--- src/rtl/apb_master_bridge.sv ---
// APB master bridge: turns a valid/ready command into an APB SETUP/ACCESS transfer
// and returns read data and error status on a one-cycle response strobe.
module apb_master_bridge #(
    parameter int DATA_WIDTH = 16,
    parameter int ADDR_WIDTH = 8,
    parameter int TIMEOUT    = 15
) (
    input  logic                  clk,
    input  logic                  rst_n,
    input  logic                  cmd_valid,
    output logic                  cmd_ready,
    input  logic                  cmd_write,
    input  logic [ADDR_WIDTH-1:0] cmd_addr,
    input  logic [DATA_WIDTH-1:0] cmd_wdata,
    output logic                  rsp_valid,
    output logic [DATA_WIDTH-1:0] rsp_rdata,
    output logic                  rsp_err,
    output logic [ADDR_WIDTH-1:0] paddr,
    output logic [DATA_WIDTH-1:0] pwdata,
    output logic                  pwrite,
    output logic                  psel,
    output logic                  penable,
    input  logic                  pready,
    input  logic [DATA_WIDTH-1:0] prdata,
    input  logic                  pslverr
);

    // A zero TIMEOUT still needs a legal one-bit counter, which then never counts.
    localparam int CW = (TIMEOUT > 0) ? $clog2(TIMEOUT + 1) : 1;
    localparam logic [CW-1:0] TIMEOUT_VAL = CW'(TIMEOUT);

    typedef enum logic [1:0] {
        IDLE,
        SETUP,
        ACCESS
    } state_t;

    state_t                state_q, state_d;
    logic                  cmdReady_q, cmdReady_d;
    logic                  psel_q, psel_d;
    logic                  penable_q, penable_d;
    logic [ADDR_WIDTH-1:0] paddr_q, paddr_d;
    logic [DATA_WIDTH-1:0] pwdata_q, pwdata_d;
    logic                  pwrite_q, pwrite_d;
    logic                  rspValid_q, rspValid_d;
    logic [DATA_WIDTH-1:0] rspRdata_q, rspRdata_d;
    logic                  rspErr_q, rspErr_d;
    logic [CW-1:0]         waitCnt_q, waitCnt_d;

    logic                  timedOut;

    assign timedOut = (TIMEOUT > 0) && (waitCnt_q == TIMEOUT_VAL);

    always_ff @(posedge clk or negedge rst_n) begin
        if (!rst_n) begin
            state_q    <= IDLE;
            cmdReady_q <= 1'b0;
            psel_q     <= 1'b0;
            penable_q  <= 1'b0;
            paddr_q    <= '0;
            pwdata_q   <= '0;
            pwrite_q   <= 1'b0;
            rspValid_q <= 1'b0;
            rspRdata_q <= '0;
            rspErr_q   <= 1'b0;
            waitCnt_q  <= '0;
        end else begin
            state_q    <= state_d;
            cmdReady_q <= cmdReady_d;
            psel_q     <= psel_d;
            penable_q  <= penable_d;
            paddr_q    <= paddr_d;
            pwdata_q   <= pwdata_d;
            pwrite_q   <= pwrite_d;
            rspValid_q <= rspValid_d;
            rspRdata_q <= rspRdata_d;
            rspErr_q   <= rspErr_d;
            waitCnt_q  <= waitCnt_d;
        end
    end

    // Next-state values are the values the registered outputs show in the following cycle.
    always_comb begin
        state_d    = state_q;
        cmdReady_d = cmdReady_q;
        psel_d     = psel_q;
        penable_d  = penable_q;
        paddr_d    = paddr_q;
        pwdata_d   = pwdata_q;
        pwrite_d   = pwrite_q;
        rspValid_d = 1'b0;
        rspRdata_d = rspRdata_q;
        rspErr_d   = rspErr_q;
        waitCnt_d  = waitCnt_q;

        case (state_q)
            IDLE: begin
                cmdReady_d = 1'b1;
                psel_d     = 1'b0;
                penable_d  = 1'b0;
                if (cmd_valid && cmdReady_q) begin
                    state_d    = SETUP;
                    cmdReady_d = 1'b0;
                    psel_d     = 1'b1;
                    paddr_d    = cmd_addr;
                    pwdata_d   = cmd_wdata;
                    pwrite_d   = cmd_write;
                    waitCnt_d  = '0;
                end
            end

            SETUP: begin
                state_d    = ACCESS;
                cmdReady_d = 1'b0;
                psel_d     = 1'b1;
                penable_d  = 1'b1;
            end

            ACCESS: begin
                cmdReady_d = 1'b0;
                psel_d     = 1'b1;
                penable_d  = 1'b1;
                // A ready slave wins over the timeout even on the final allowed edge.
                if (pready) begin
                    state_d    = IDLE;
                    cmdReady_d = 1'b1;
                    psel_d     = 1'b0;
                    penable_d  = 1'b0;
                    rspValid_d = 1'b1;
                    rspErr_d   = pslverr;
                    rspRdata_d = pwrite_q ? '0 : prdata;
                end else if (timedOut) begin
                    state_d    = IDLE;
                    cmdReady_d = 1'b1;
                    psel_d     = 1'b0;
                    penable_d  = 1'b0;
                    rspValid_d = 1'b1;
                    rspErr_d   = 1'b1;
                    rspRdata_d = '0;
                end else if (TIMEOUT > 0) begin
                    waitCnt_d = waitCnt_q + CW'(1);
                end
            end

            default: begin
                state_d    = IDLE;
                cmdReady_d = 1'b0;
                psel_d     = 1'b0;
                penable_d  = 1'b0;
            end
        endcase
    end

    assign cmd_ready = cmdReady_q;
    assign psel      = psel_q;
    assign penable   = penable_q;
    assign paddr     = paddr_q;
    assign pwdata    = pwdata_q;
    assign pwrite    = pwrite_q;
    assign rsp_valid = rspValid_q;
    assign rsp_rdata = rspRdata_q;
    assign rsp_err   = rspErr_q;

endmodule
--- config.mk ---
export PLATFORM = sky130hd
export DESIGN_NAME = apb_master_bridge
export DESIGN_NICKNAME = d
export VERILOG_FILES = /design/src/rtl/apb_master_bridge.sv
export SDC_FILE = /design/constraint.sdc
export NUM_CORES = 1
export LEC_CHECK = 0
export BUFFER_PORTS_ARGS = -buffer_cell sky130_fd_sc_hd__buf_2
export CAP_MARGIN = 25
export CORE_UTILIZATION = 44
export CTS_BUF_LIST = sky130_fd_sc_hd__clkbuf_8
export DETAILED_ROUTE_END_ITERATION = 12
export PLACE_DENSITY = 0.8
export SETUP_SLACK_MARGIN = 0.02
export SYNTH_ARGS = -nofsm -noshare
export SYNTH_HDL_FRONTEND = slang
export SYNTH_SLANG_ARGS = --single-unit
--- constraint.sdc ---
create_clock -name clk -period 1.6 [get_ports clk]
set_input_delay 0.16 -clock clk [delete_from_list [all_inputs] [get_ports clk]]
set_output_delay 0.16 -clock clk [all_outputs]
set_load 0.1 [all_outputs]
* Word level (Yosys, flattened, before mapping)
Index checks and enable logic that the tools add are counted.
Operators by class: eq/ne operators 7, $add $sub $neg 1, muxes and demuxes 23, reductions and logical operators 8
Operator list (number):
- $mux 16 | 3
- $mux 4 | 3
- $mux 1 | 9
- $pmux 4 s2 | 1
- $mux 2 | 3
- $ne 2x2->1 const B | 3
- $pmux 2 s3 | 1
- $reduce_and 2->1 | 3
- $add 4x1->4 const B | 1
- $eq 4x4->1 const B | 1
- $pmux 1 s2 | 2
- $reduce_and 4->1 | 1
- $reduce_bool 2->1 | 2
- $ne 3x3->1 const B | 1
- $pmux 1 s3 | 1
- $eq 2x1->1 const B | 1
- $eq 2x2->1 const B | 1
- $logic_not 2->1 | 1
- $logic_and 1x1->1 | 1
Word-level totals: flip-flop bits (word level) 52, output and inout port bits 46, word-level logic and storage cells 50

* Depth between registers and ports, before layout
word-level depth 4, depth in mapped cells 7, depth with buffers taken out 5

* Worst setup path after synthesis
No wires, ideal clock.
kind register to register, from register cmdReady_q, in the netlist cmd_ready, to register pwdata_q[10], in the netlist pwdata[10], data required time 1.472 ns, library setup time 0.128 ns, stages on the path, launching flop included 4, data arrival time 1.784 ns, setup slack -0.313 ns, path through dfrtp_1 -> nand3_4 -> buf_2 -> mux2_1
Between the ends: cells in the longest elaborated chain, start to end 2
RTL lines:
- start, declared | RTL line 39 | logic cmdReady_q, cmdReady_d;
- start signal, assigned | RTL line 69 | cmdReady_q <= cmdReady_d;
- $logic_and 1x1->1 | RTL line 101 | if (cmd_valid && cmdReady_q) begin
- $reduce_and 2->1 (no line)
- end signal, assigned | RTL line 73 | pwdata_q <= pwdata_d;
- end, declared | RTL line 43 | logic [DATA_WIDTH-1:0] pwdata_q, pwdata_d;
Every way passes these cells. A chain may end at the register's enable or synchronous reset.

* Worst setup path after layout
from register state_q[1], to register waitCnt_q[3]
Between the ends: cells in the longest elaborated chain, start to end 3
RTL lines:
- start, declared | RTL line 38 | state_t state_q, state_d;
- start signal, assigned | RTL line 68 | state_q <= state_d;
- $eq 2x2->1 or $logic_not 2->1 (tied branches) | RTL line 96 | case (state_q)
- $ne 2x2->1 (no line) or $reduce_bool 2->1 (tied branches)
- $reduce_and 4->1 (no line)
- end signal, assigned | RTL line 78 | waitCnt_q <= waitCnt_d;
- end, declared | RTL line 48 | logic [CW-1:0] waitCnt_q, waitCnt_d;
Several ways; a longest one is shown, not always the timed one.

==> impl_metrics.tcl <==
set metrics [dict create \
    status "finished clean" \
    grt_max_degree 33 \
    drt-vias-per-instance 5.07 \
    yosysTopAreaCell "dfrtp_1" \
    tightest_slew_ps 498 \
    cts_tree "yes" \
    place_congestion 0.851 \
    cts_buffers 5 \
    relSlewSlack_pct 66.8 \
    fin_util_pct 64.2 \
    yosys-top-cells-area "dfrtp_1 (62%), mux2_1 (10%), a22o_1 (6.7%), mux2_2 (3.8%), ha_1 (3.6%)" \
    drive_gt1_share_pct 52.9 \
    postCtsSetupBuffers 0 \
    path_cells "inv_1 > ha_4 > a21bo_2 > o2111ai_4 > a211o_1" \
    rsz0062_at_grt "true" \
    ys_seq_elements 52 \
    drc 0 \
    timing.final.crit_share_pct 94.9 \
    core_um2 4440 \
    num_rows 24 \
    antenna_cells 0 \
    dpl.cell_count 284 \
    setup.worst_path.class "register to register" \
    drtIter0Drc 73 \
    avgSynthCellArea_um2 15.0 \
    clockRootBuffer "clkbuf_8" \
    design.portCount 92 \
    routedWlPerCell_um 14.6 \
    grt.total_usage_pct 16.9 \
    synth_fp_nets 191 \
    clk_path_buf_depth 2 \
    ys_warn_count 0 \
    r2r_start "state_q[1]" \
    syn_area_um2 2080 \
    crit_slowest_cell "dfrtp_2" \
    synth.distinct_cells 31 \
    finalNonFillerCells 294 \
    maxCapViolCount 0 \
    synthCells 139 \
    max_freq_mhz 659 \
    period_needed_ps 1520 \
    setup_viol_count_final 0 \
    ff2ff_path_depth 5 \
    critPathMaxFanout 5 \
    die_h_um 70.8 \
    antenna_found_initial 0 \
    synth-seq-area-share_pct 62.4 \
    numClockSinks 52 \
    wl_mm 4.30 \
    die_x_um 70.8 \
    fin_skew_ps 7.45 \
    drv_slew 0 \
    antenna_left 0 \
    setup.worst_path.start "state_q[1]" \
    dieArea_um2 5020 \
    drt-pass1-iter-count 8 \
    dp_hpwl_mm 3.03 \
    vias 1491 \
    crit_arrival_ps 1700 \
    area_growth_pct 36.9 \
    slowest_delay_ps 410 \
    cts_max_level 2 \
    critPathCaptureType "register" \
    start_util_pct 46.9 \
    regToRegEndpoint "waitCnt_q[3]" \
    endpoint "waitCnt_q[3]" \
    r2r_slack_ps 80 \
    start_kind "register" \
    finalNetCount 293 \
    path_clk_slew_ps 90 \
    grt_pass1_vias 1429 \
    grt_first_pass_wirelength_mm 6.56 \
    port_buffers 91 \
    clk_latency_ps 290 \
    synth_top_area_share_pct 62.4 \
    hold_class "input pin to register" \
    crit_required_ps 1780 \
    hold_viol 0 \
    grt-ovfl-total 0 \
]
-- cells in the final DEF (no fill, tap or decap), drive strengths merged --
cell         count
mux2            26
a22o            16
nor2b            2
dlygate4sd3      1
a21boi           1
o2111ai          1
o21ai            1
buf             98
clkinv           1
a32o             1
o22ai            1
nand2b           1
nand2            3
ha               6
inv              3
a211o            2
nor2             3
bufinv           1
a21o             1
nand3            4
clkbuf           6
and3             2
nor4b            1
nand4            1
nor4             2
dfrtp           52
a21oi            3
a21bo            1
o22a             1
-- Yosys cell counts, drive strengths merged --
library cell	instances
o2111ai	1
nor2b	2
dfrtp	52
a21o	1
nor4b	1
o21ai	1
ha	6
a211o	2
a21boi	1
nand3	3
o22ai	1
nand4	1
nor4	2
inv	3
a21oi	3
o22a	1
and3	2
buf	5
nor2	3
a21bo	1
a32o	1
mux2	26
nand2b	1
a22o	16
nand2	3
-- cell type report --
class                           count  area (um2)
Fill cell                         339        1590
Tap cell                           52        65.1
Clock buffer                        6        82.6
Timing Repair Buffer               99         543
Inverter                            3        11.3
Multi-Input combinational cell     80         807
Sequential cell                    52        1310
Clock inverter                      2        38.8
-- critical path, delay by kind of cell (launching register included) --
kind,cells,cell delay [ps]
AOI/OAI and AO/OA,3,710
DFF,1,410
adders and majority gates,1,200
buffers and inverters,1,90
-- layer usage --
metal	vias to the layer above	GRT usage (%)	share of wire (%)
met3	5	3.85	4.7
met1	710	21.2	45
met5	-	0	0
li1	720	-	-
met4	0	6.00	1.1
met2	56	29.1	49
-- through the flow --
| stage | TNS, ps | area [um2] | hold WS (ps) | worst slack [ps] |
|---|---|---|---|---|
| CTS | -348 | 2780 | 62.7 | -32.8 |
| global route | 0 | 2850 | 56.3 | 16.0 |
| floorplan | 0 | 2090 | -136 | 28.0 |
| detailed placement | -450 | 2650 | 154 | -37.0 |
| global placement | 0 | 2650 | 143 | 7.76 |
| finish | 0 | 2850 | 68.3 | 81.7 |
-- sequential cells by signal, indices dropped and copies added (netlist names) --
register	count
paddr	8
pwdata	16
state_q	2
waitCnt_q	4
pwrite	1
psel	1
rsp_err	1
cmd_ready	1
penable	1
rsp_valid	1
rsp_rdata	16
-- kinds of logic after synthesis --
group	Yosys count	synth area share, %
AO/OA/AOI/OAI	29	12.1
adder cells (fa/ha/maj)	6	3.60
buffers and inverters	8	2.28
flip-flops	52	62.4
multiplexers	26	14.0
AND/OR/NAND/NOR	18	5.58
-- repair_timing --
action | CTS | global route
pin swaps | 0 | 1
hold buffers | 1 | 0
hold endpoints to repair | 20 | 0
cloned | 0 | 1
endpoints found under the setup margin | 25 | 47
gates resized for setup | 0 | 11
-- worst min-delay path by stage --
stage | start | end | slack (ps) | cells past startpoint
detailed placement | rst_n | psel | 150 | 1
finish | cmd_wdata[8] | pwdata[8] | 70 | 2
global placement | rst_n | psel | 140 | 1
global route | cmd_wdata[7] | pwdata[7] | 60 | 2
CTS | cmd_wdata[8] | pwdata[8] | 60 | 2
floorplan | rst_n | cmd_ready | -140 | 0
Power is not shown: default switching activity piles up to over one toggle a cycle in this logic, so the estimate is an artifact.
